<file path="src/rtl/value_display.sv">
`timescale 1ns/1ps
`default_nettype none
// +---------------------------------------------------------------------------+
// | Module      : font16x32 / value_display                                   |
// | Description : font16x32 renders one decimal glyph (seven-segment style)  |
// |               in a 16x32 cell. value_display converts a binary value to  |
// |               BCD with a sequential double-dabble engine, optionally     |
// |               defers the digit update to a frame boundary, and renders   |
// |               N right-aligned glyphs with leading-zero blanking.         |
// | Revision    : 1.0 - initial release                                      |
// +---------------------------------------------------------------------------+

module font16x32 #(
   parameter int X0 = 0,
   parameter int Y0 = 0
) (
   input  logic [9:0] x,
   input  logic [9:0] y,
   input  logic [3:0] code,
   output logic       on_char
);

   // Offsets relative to the cell origin; pixels left of / above the cell
   // wrap to large unsigned values and fall outside the box test.
   logic [11:0] w_dx;
   logic [11:0] w_dy;
   logic        w_in_box;
   logic [3:0]  w_col;
   logic [4:0]  w_row;
   logic [6:0]  w_mask;   // {a,b,c,d,e,f,g}
   logic [6:0]  w_seg_hit;

   assign w_dx     = 12'(x) - 12'(X0);
   assign w_dy     = 12'(y) - 12'(Y0);
   assign w_in_box = (w_dx < 12'd16) && (w_dy < 12'd32);
   assign w_col    = w_dx[3:0];
   assign w_row    = w_dy[4:0];

   // Segment geometry inside the 16x32 cell, 4-pixel strokes.
   assign w_seg_hit[6] = (w_row <= 5'd3)  && (w_col >= 4'd2) && (w_col <= 4'd13);
   assign w_seg_hit[5] = (w_row >= 5'd2)  && (w_row <= 5'd15) && (w_col >= 4'd12);
   assign w_seg_hit[4] = (w_row >= 5'd16) && (w_row <= 5'd29) && (w_col >= 4'd12);
   assign w_seg_hit[3] = (w_row >= 5'd28) && (w_col >= 4'd2) && (w_col <= 4'd13);
   assign w_seg_hit[2] = (w_row >= 5'd16) && (w_row <= 5'd29) && (w_col <= 4'd3);
   assign w_seg_hit[1] = (w_row >= 5'd2)  && (w_row <= 5'd15) && (w_col <= 4'd3);
   assign w_seg_hit[0] = (w_row >= 5'd14) && (w_row <= 5'd17) && (w_col >= 4'd2) && (w_col <= 4'd13);

   // Character code to lit-segment set; codes above 9 render blank.
   always_comb begin
      w_mask = 7'b0000000;
      case (code)
         4'd0:    w_mask = 7'b1111110;
         4'd1:    w_mask = 7'b0110000;
         4'd2:    w_mask = 7'b1101101;
         4'd3:    w_mask = 7'b1111001;
         4'd4:    w_mask = 7'b0110011;
         4'd5:    w_mask = 7'b1011011;
         4'd6:    w_mask = 7'b1011111;
         4'd7:    w_mask = 7'b1110000;
         4'd8:    w_mask = 7'b1111111;
         4'd9:    w_mask = 7'b1111011;
         default: w_mask = 7'b0000000;
      endcase
   end

   assign on_char = w_in_box && (|(w_mask & w_seg_hit));

endmodule

module value_display #(
   parameter int DIGITS      = 3,
   parameter int VALUE_W     = 10,
   parameter int x1          = 0,
   parameter int y1          = 0,
   parameter int BLANK_LZ    = 1,
   parameter int SYNC_COMMIT = 1
) (
   input  logic               clk,
   input  logic               reset,
   input  logic [VALUE_W-1:0] value,
   input  logic               load,
   input  logic               frame_start,
   input  logic [9:0]         x,
   input  logic [9:0]         y,
   output logic               busy,
   output logic               overflow,
   output logic               on_display
);

   function automatic int pow10(input int n);
      int r;
      r = 1;
      for (int k = 0; k < n; k++) r = r * 10;
      return r;
   endfunction

   localparam int c_BCD_W = 4 * DIGITS;
   localparam int c_CNT_W = $clog2(VALUE_W + 1);
   localparam int c_CMP_W = (VALUE_W > 20) ? VALUE_W : 20;
   localparam logic [c_CMP_W-1:0] c_MAX  = c_CMP_W'(pow10(DIGITS) - 1);
   localparam logic [c_CNT_W-1:0] c_LAST = c_CNT_W'(VALUE_W - 1);

   localparam logic [1:0] c_IDLE   = 2'd0;
   localparam logic [1:0] c_SHIFT  = 2'd1;
   localparam logic [1:0] c_WAIT   = 2'd2;
   localparam logic [1:0] c_COMMIT = 2'd3;

   logic [1:0]                 r_state;
   logic [VALUE_W-1:0]         r_bin;
   logic [c_BCD_W-1:0]         r_bcd;
   logic [c_CNT_W-1:0]         r_cnt;
   logic                       r_ovf_pend;
   logic [c_BCD_W-1:0]         r_digits;
   logic                       r_overflow;
   logic                       r_on;

   logic [c_BCD_W-1:0]         w_bcd_adj;
   logic [c_BCD_W+VALUE_W-1:0] w_shifted;
   logic [DIGITS-1:0]          w_nz;
   logic [DIGITS-1:0]          w_show;
   logic [DIGITS-1:0]          w_on_char;

   // Add-3 correction on every nibble that would exceed 9 after doubling.
   for (genvar i = 0; i < DIGITS; i++) begin : g_adj
      assign w_bcd_adj[4*i +: 4] = (r_bcd[4*i +: 4] >= 4'd5) ?
                                   (r_bcd[4*i +: 4] + 4'd3) : r_bcd[4*i +: 4];
   end

   // One double-dabble step: shift the combined {bcd, bin} register left.
   assign w_shifted = {w_bcd_adj, r_bin} << 1;

   // Conversion / commit sequencer; digits only change in COMMIT.
   always_ff @(posedge clk or posedge reset) begin
      if (reset) begin
         r_state    <= c_IDLE;
         r_bin      <= '0;
         r_bcd      <= '0;
         r_cnt      <= '0;
         r_ovf_pend <= 1'b0;
         r_digits   <= '0;
         r_overflow <= 1'b0;
      end else begin
         case (r_state)
            c_IDLE: begin
               if (load) begin
                  r_bin      <= value;
                  r_bcd      <= '0;
                  r_cnt      <= '0;
                  r_ovf_pend <= (c_CMP_W'(value) > c_MAX);
                  r_state    <= c_SHIFT;
               end
            end
            c_SHIFT: begin
               r_bcd <= w_shifted[c_BCD_W+VALUE_W-1:VALUE_W];
               r_bin <= w_shifted[VALUE_W-1:0];
               r_cnt <= r_cnt + 1'b1;
               if (r_cnt == c_LAST) begin
                  r_state <= (SYNC_COMMIT != 0) ? c_WAIT : c_COMMIT;
               end
            end
            c_WAIT: begin
               if (frame_start) r_state <= c_COMMIT;
            end
            c_COMMIT: begin
               r_digits   <= r_ovf_pend ? {DIGITS{4'h9}} : r_bcd;
               r_overflow <= r_ovf_pend;
               r_state    <= c_IDLE;
            end
            default: r_state <= c_IDLE;
         endcase
      end
   end

   // Glyph instances, MSD leftmost; blanking hides zero digits above the
   // highest nonzero one (ones digit always shown, nothing hidden on overflow).
   for (genvar i = 0; i < DIGITS; i++) begin : g_digit
      assign w_nz[i] = |r_digits[4*i +: 4];
      if (i == 0 || BLANK_LZ == 0) begin : g_always
         assign w_show[i] = 1'b1;
      end else begin : g_blank
         assign w_show[i] = (|(w_nz >> i)) | r_overflow;
      end
      font16x32 #(
         .X0(x1 + 16 * (DIGITS - 1 - i)),
         .Y0(y1)
      ) u_font (
         .x       (x),
         .y       (y),
         .code    (r_digits[4*i +: 4]),
         .on_char (w_on_char[i])
      );
   end

   // Registered pixel flag; one clock of latency from x/y.
   always_ff @(posedge clk or posedge reset) begin
      if (reset) r_on <= 1'b0;
      else       r_on <= |(w_on_char & w_show);
   end

   assign busy       = (r_state != c_IDLE);
   assign overflow   = r_overflow;
   assign on_display = r_on;

endmodule
`default_nettype wire

</file>
<file path="config.mk">
export PLATFORM = sky130hd
export DESIGN_NAME = value_display
export DESIGN_NICKNAME = d
export VERILOG_FILES = /design/src/rtl/value_display.sv
export SDC_FILE = /design/constraint.sdc
export NUM_CORES = 1
export LEC_CHECK = 0
export CAP_MARGIN = 20
export CORE_MARGIN = 1.5
export CORE_UTILIZATION = 48
export CTS_CLUSTER_SIZE = 8
export DETAILED_ROUTE_END_ITERATION = 12
export GPL_TIMING_DRIVEN = 0
export PLACE_DENSITY = 0.73
export SYNTH_ARGS = -nofsm -noshare
export SYNTH_HDL_FRONTEND = slang
export SYNTH_SLANG_ARGS = --single-unit
</file>
<file path="constraint.sdc">
create_clock -name clk -period 1.7 [get_ports clk]
set_input_delay 0.51 -clock clk [delete_from_list [all_inputs] [get_ports clk]]
set_output_delay 0.51 -clock clk [all_outputs]
set_load 0.05 [all_outputs]
</file>
==> results.md <==
- # diodes: 0
- NumNets Final: 461
- FF+latch count, synth: 43
- DIE AREA: 6521 sq um
- Clock Tree Buf Depth: 2
- Slew @ Worst Pin: 0.8758 ns
- Grt ovf: 0
- I/O pins: 37
- Sw Share: 43.18%
- Crit path max fanout: 4
- Vias: 2672
- Avg WL per Cell: 15.41 microns
- Endpoints failing hold: 0
- Warnings, synthesis: 0
- Dpl cell area: 3344 sq um
- TNS Setup: -0.07830 ns
- Synth Instances: 330
- CP Launch Type: input port
- Total core area: 5886 sq um
- Worst Path Required: 1.92 ns
- Die height: 80.75 microns
- Pre-CTS WS: -0.8842 ns
- Ranking of synthesized cells by area: dfrtp_1 37%, ha_1 13%, o21ai_0 6.7%
- DP HPWL: 4.913 mm
- Max Cap Viol: 0
- Fin Clk Skew: 0.005334 ns
- Reg2reg path depth: 6
- Commonest non-fill, non-tap cell in the layout: nand2_1
- Routed Antenna Nets: 0
- Port bufs: 34
- Clock share of power: 12.8%
- Syn Area/Cell: 8.793 sq um
- Period utilization: 104.6%
- NetSw: 2.119 mW
- Combined buffer and inverter count along the critical path: 2
- 1st-iter DRT viols: 84
- Status: finished with violations
- Largest net degree at the start of global routing: 44
- Comb power frac: 53.2%
- EDFF count, synth: 0
- Crit path max-delay cell type: o32ai_1
- First-pass DRT Iterations: 8
- Syn Nets: 394
- Worst path max stage delay: 0.31 ns
- Slew Viols, Final: 0
- Leak Pwr: 1.672 nW
- Synth area leader: dfrtp_1
- Distinct cells, synth: 50
- Crit Path Class: input port to register
- Peak VDD IR: 0.8977 mV
- Fmax: 0.5623 GHz
- Largest delay share family, worst path: compound AO/OA/AOI/OAI gates
- DR vias/cell: 5.649
- Power density over the cells: 1270 nW/um^2
- Async set-reset flop share out of synthesis: 100.0%
- Total chip power: 4.907 mW
- Cts hold-fix bufs: 0
- Met3 usage: 3.483%
- Stages on worst setup path: 8
- CTS sink count: 43
- Rel. slew slack: 41.53%
- Met1 Use GR: 27.80%
- Final Wtd Congestion: 0.9309
- Top Usage Layer GRT: met2
- Worst-Skew Late Latency: 0.30 ns
- Min Tclk post-route: 1.778 ns
- Initial Util: 49.30%
- Clk slew on worst S/H paths: 0.08 ns
- Syn Std Cell Area: 2902 sq um
- Initial antenna violation count: 0
- CTS tree: yes
- Sequential fraction of the synthesis area: 37.08%
- H-tree depth: 2
- Most frequent cells in the layout: 42 x nand2_1, 41 x dfrtp_1, 36 x o21ai_0
- Total Wirelength: 7.289 mm
- Worst-path cell chain: buf_8 -> buf_4 -> nor2_1 -> nand3_1 -> o32ai_1 -> a31oi_1 -> a41o_1 -> o221ai_2
- Hold path depth: 2
- Yosys top cell area share: 37.08%
- Internal: 2.788 mW
- Met2 Use GR: 42.61%
- Hold crit path type: register to register
- Prevailing post-synth register cell: dfrtp_1
- Fraction of layout instances using a drive strength above 1: 24.37%
- # rows: 28
- Vias in the first global route: 2597
- Final worst setup slack: -0.07830 ns
- # setup viols final: 1
- First-pass GRT wire length: 11.96 mm
- Area grow syn2layout: 33.20%
- Die Wd: 80.75 microns
- RSZ-0062 raised after global routing: yes
- Flop pwr share: 34.1%
- Failing checks: DRC, setup timing
- Crit path DAT: 2.00 ns
- GRT Util Overall: 23.33%
- Fin area: 3865 sq um
- CTS Buf Count: 5
- Post-route DRC: 1
- Clk root buf: clkbuf_8
- Crit. End Element: register
-- power groups by stage --
| stage | Sequential (mW) | Combinational (mW) | Clock [mW] |
|---|---|---|---|
| detailed placement | 1.68 | 2.10 | 0 |
| finish | 1.67 | 2.61 | 0.627 |
| CTS | 1.66 | 2.40 | 0.634 |
| global route | 1.71 | 2.90 | 0.676 |
| global placement | 1.66 | 2.05 | 0 |
| floorplan | 1.61 | 1.56 | 0 |
-- flip-flops by register name, indices dropped and copies added (netlist names) --
signal / cells
r_ovf_pend: 1
r_bin: 10
r_cnt: 4
r_digits: 12
r_state: 2
r_bcd: 12
overflow: 1
on_display: 1
-- worst reg2reg max path: cells and delay by family, from the launching register on --
family          cells  cell delay (ns)
buf+inv             1             0.16
fa+ha+maj           1             0.21
compound gates      3             0.69
simple gates        1             0.15
flops               1             0.40
-- per-stage QoR --
stage	hold WS [ns]	std cells	utilization (%)
after CTS	0.4895	461	62.86
after global placement	0.4655	439	56.82
after floorplan	0.4496	330	-
final	0.4888	473	65.67
after global routing	0.5188	473	65.67
after detailed placement	0.4731	439	56.82
-- synth_stat cells (all sizes together) (2+ instances only) --
| cell type | count |
|---|---|
| nor3 | 8 |
| xor2 | 3 |
| o211ai | 2 |
| a31oi | 3 |
| nor4b | 2 |
| ha | 30 |
| a21oi | 18 |
| and3 | 4 |
| o221ai | 3 |
| o22ai | 5 |
| nor2b | 3 |
| nand4 | 2 |
| nand2 | 43 |
| a22o | 2 |
| mux2i | 11 |
| nand3b | 2 |
| o22a | 4 |
| clkbuf | 8 |
| or4 | 2 |
| a2111oi | 2 |
| o21ai | 40 |
| nor4 | 2 |
| xnor2 | 4 |
| nor2 | 17 |
| a41oi | 4 |
| o31ai | 2 |
| inv | 27 |
| nand2b | 9 |
| nand3 | 11 |
| dfrtp | 43 |
-- cell families (layout without fill, tap and decap cells) --
logic type | count (synthesis) | in the layout | synth area share [%]
AO/OA/AOI/OAI | 93 | 93 | 19.71
buffers and inverters | 36 | 104 | 5.045
flip-flops | 43 | 43 | 37.08
AND/OR/NAND/NOR | 109 | 109 | 18.93
XOR/XNOR | 7 | 7 | 2.113
multiplexers | 12 | 12 | 4.183
adder cells (fa/ha/maj) | 30 | 30 | 12.94
-- path summary, 6_finish.rpt --
check / endpoint / start / slack (ns)
max in group asynchronous: r_digits[7]$_DFFE_PP0N_ / reset / 0.39
min in group asynchronous: on_display$_DFF_PP0_ / reset / 0.71
max: on_display$_DFF_PP0_ / x[2] / -0.08
min: r_bin[8]$_DFFE_PP0P_ / r_bin[8]$_DFFE_PP0P_ / 0.49
max reg2reg: on_display$_DFF_PP0_ / r_digits[9]$_DFFE_PP0N_ / 0.02
min reg2reg: r_bin[8]$_DFFE_PP0P_ / r_bin[8]$_DFFE_PP0P_ / 0.49
-- per-layer routing --
metal / wire length (microns) / vias up
met1: 3044 / 1259
met2: 3800 / 83
li1: - / 1312
met4: 172 / 0
met3: 272 / 18
met5: 0 / -
-- timing repair --
| action | in CTS | in global routing |
|---|---|---|
| endpoints found under the setup margin | 30 | 26 |
| buffers inserted | 15 | 13 |
| pin swaps | 16 | 18 |
| gates resized for setup | 92 | 35 |
-- final cells by class --
class | count | area, sq um
multi-input cells | 251 | 1887
well taps | 75 | 93.84
inverters | 27 | 101.3
flip-flops and latches | 43 | 1079
clock inverters | 1 | 5.005
clock buffers | 7 | 76.32
repair buffers | 62 | 578.1
plain buffers | 7 | 45.04
fillers | 491 | 2021
(Power assumes the default switching activity.)
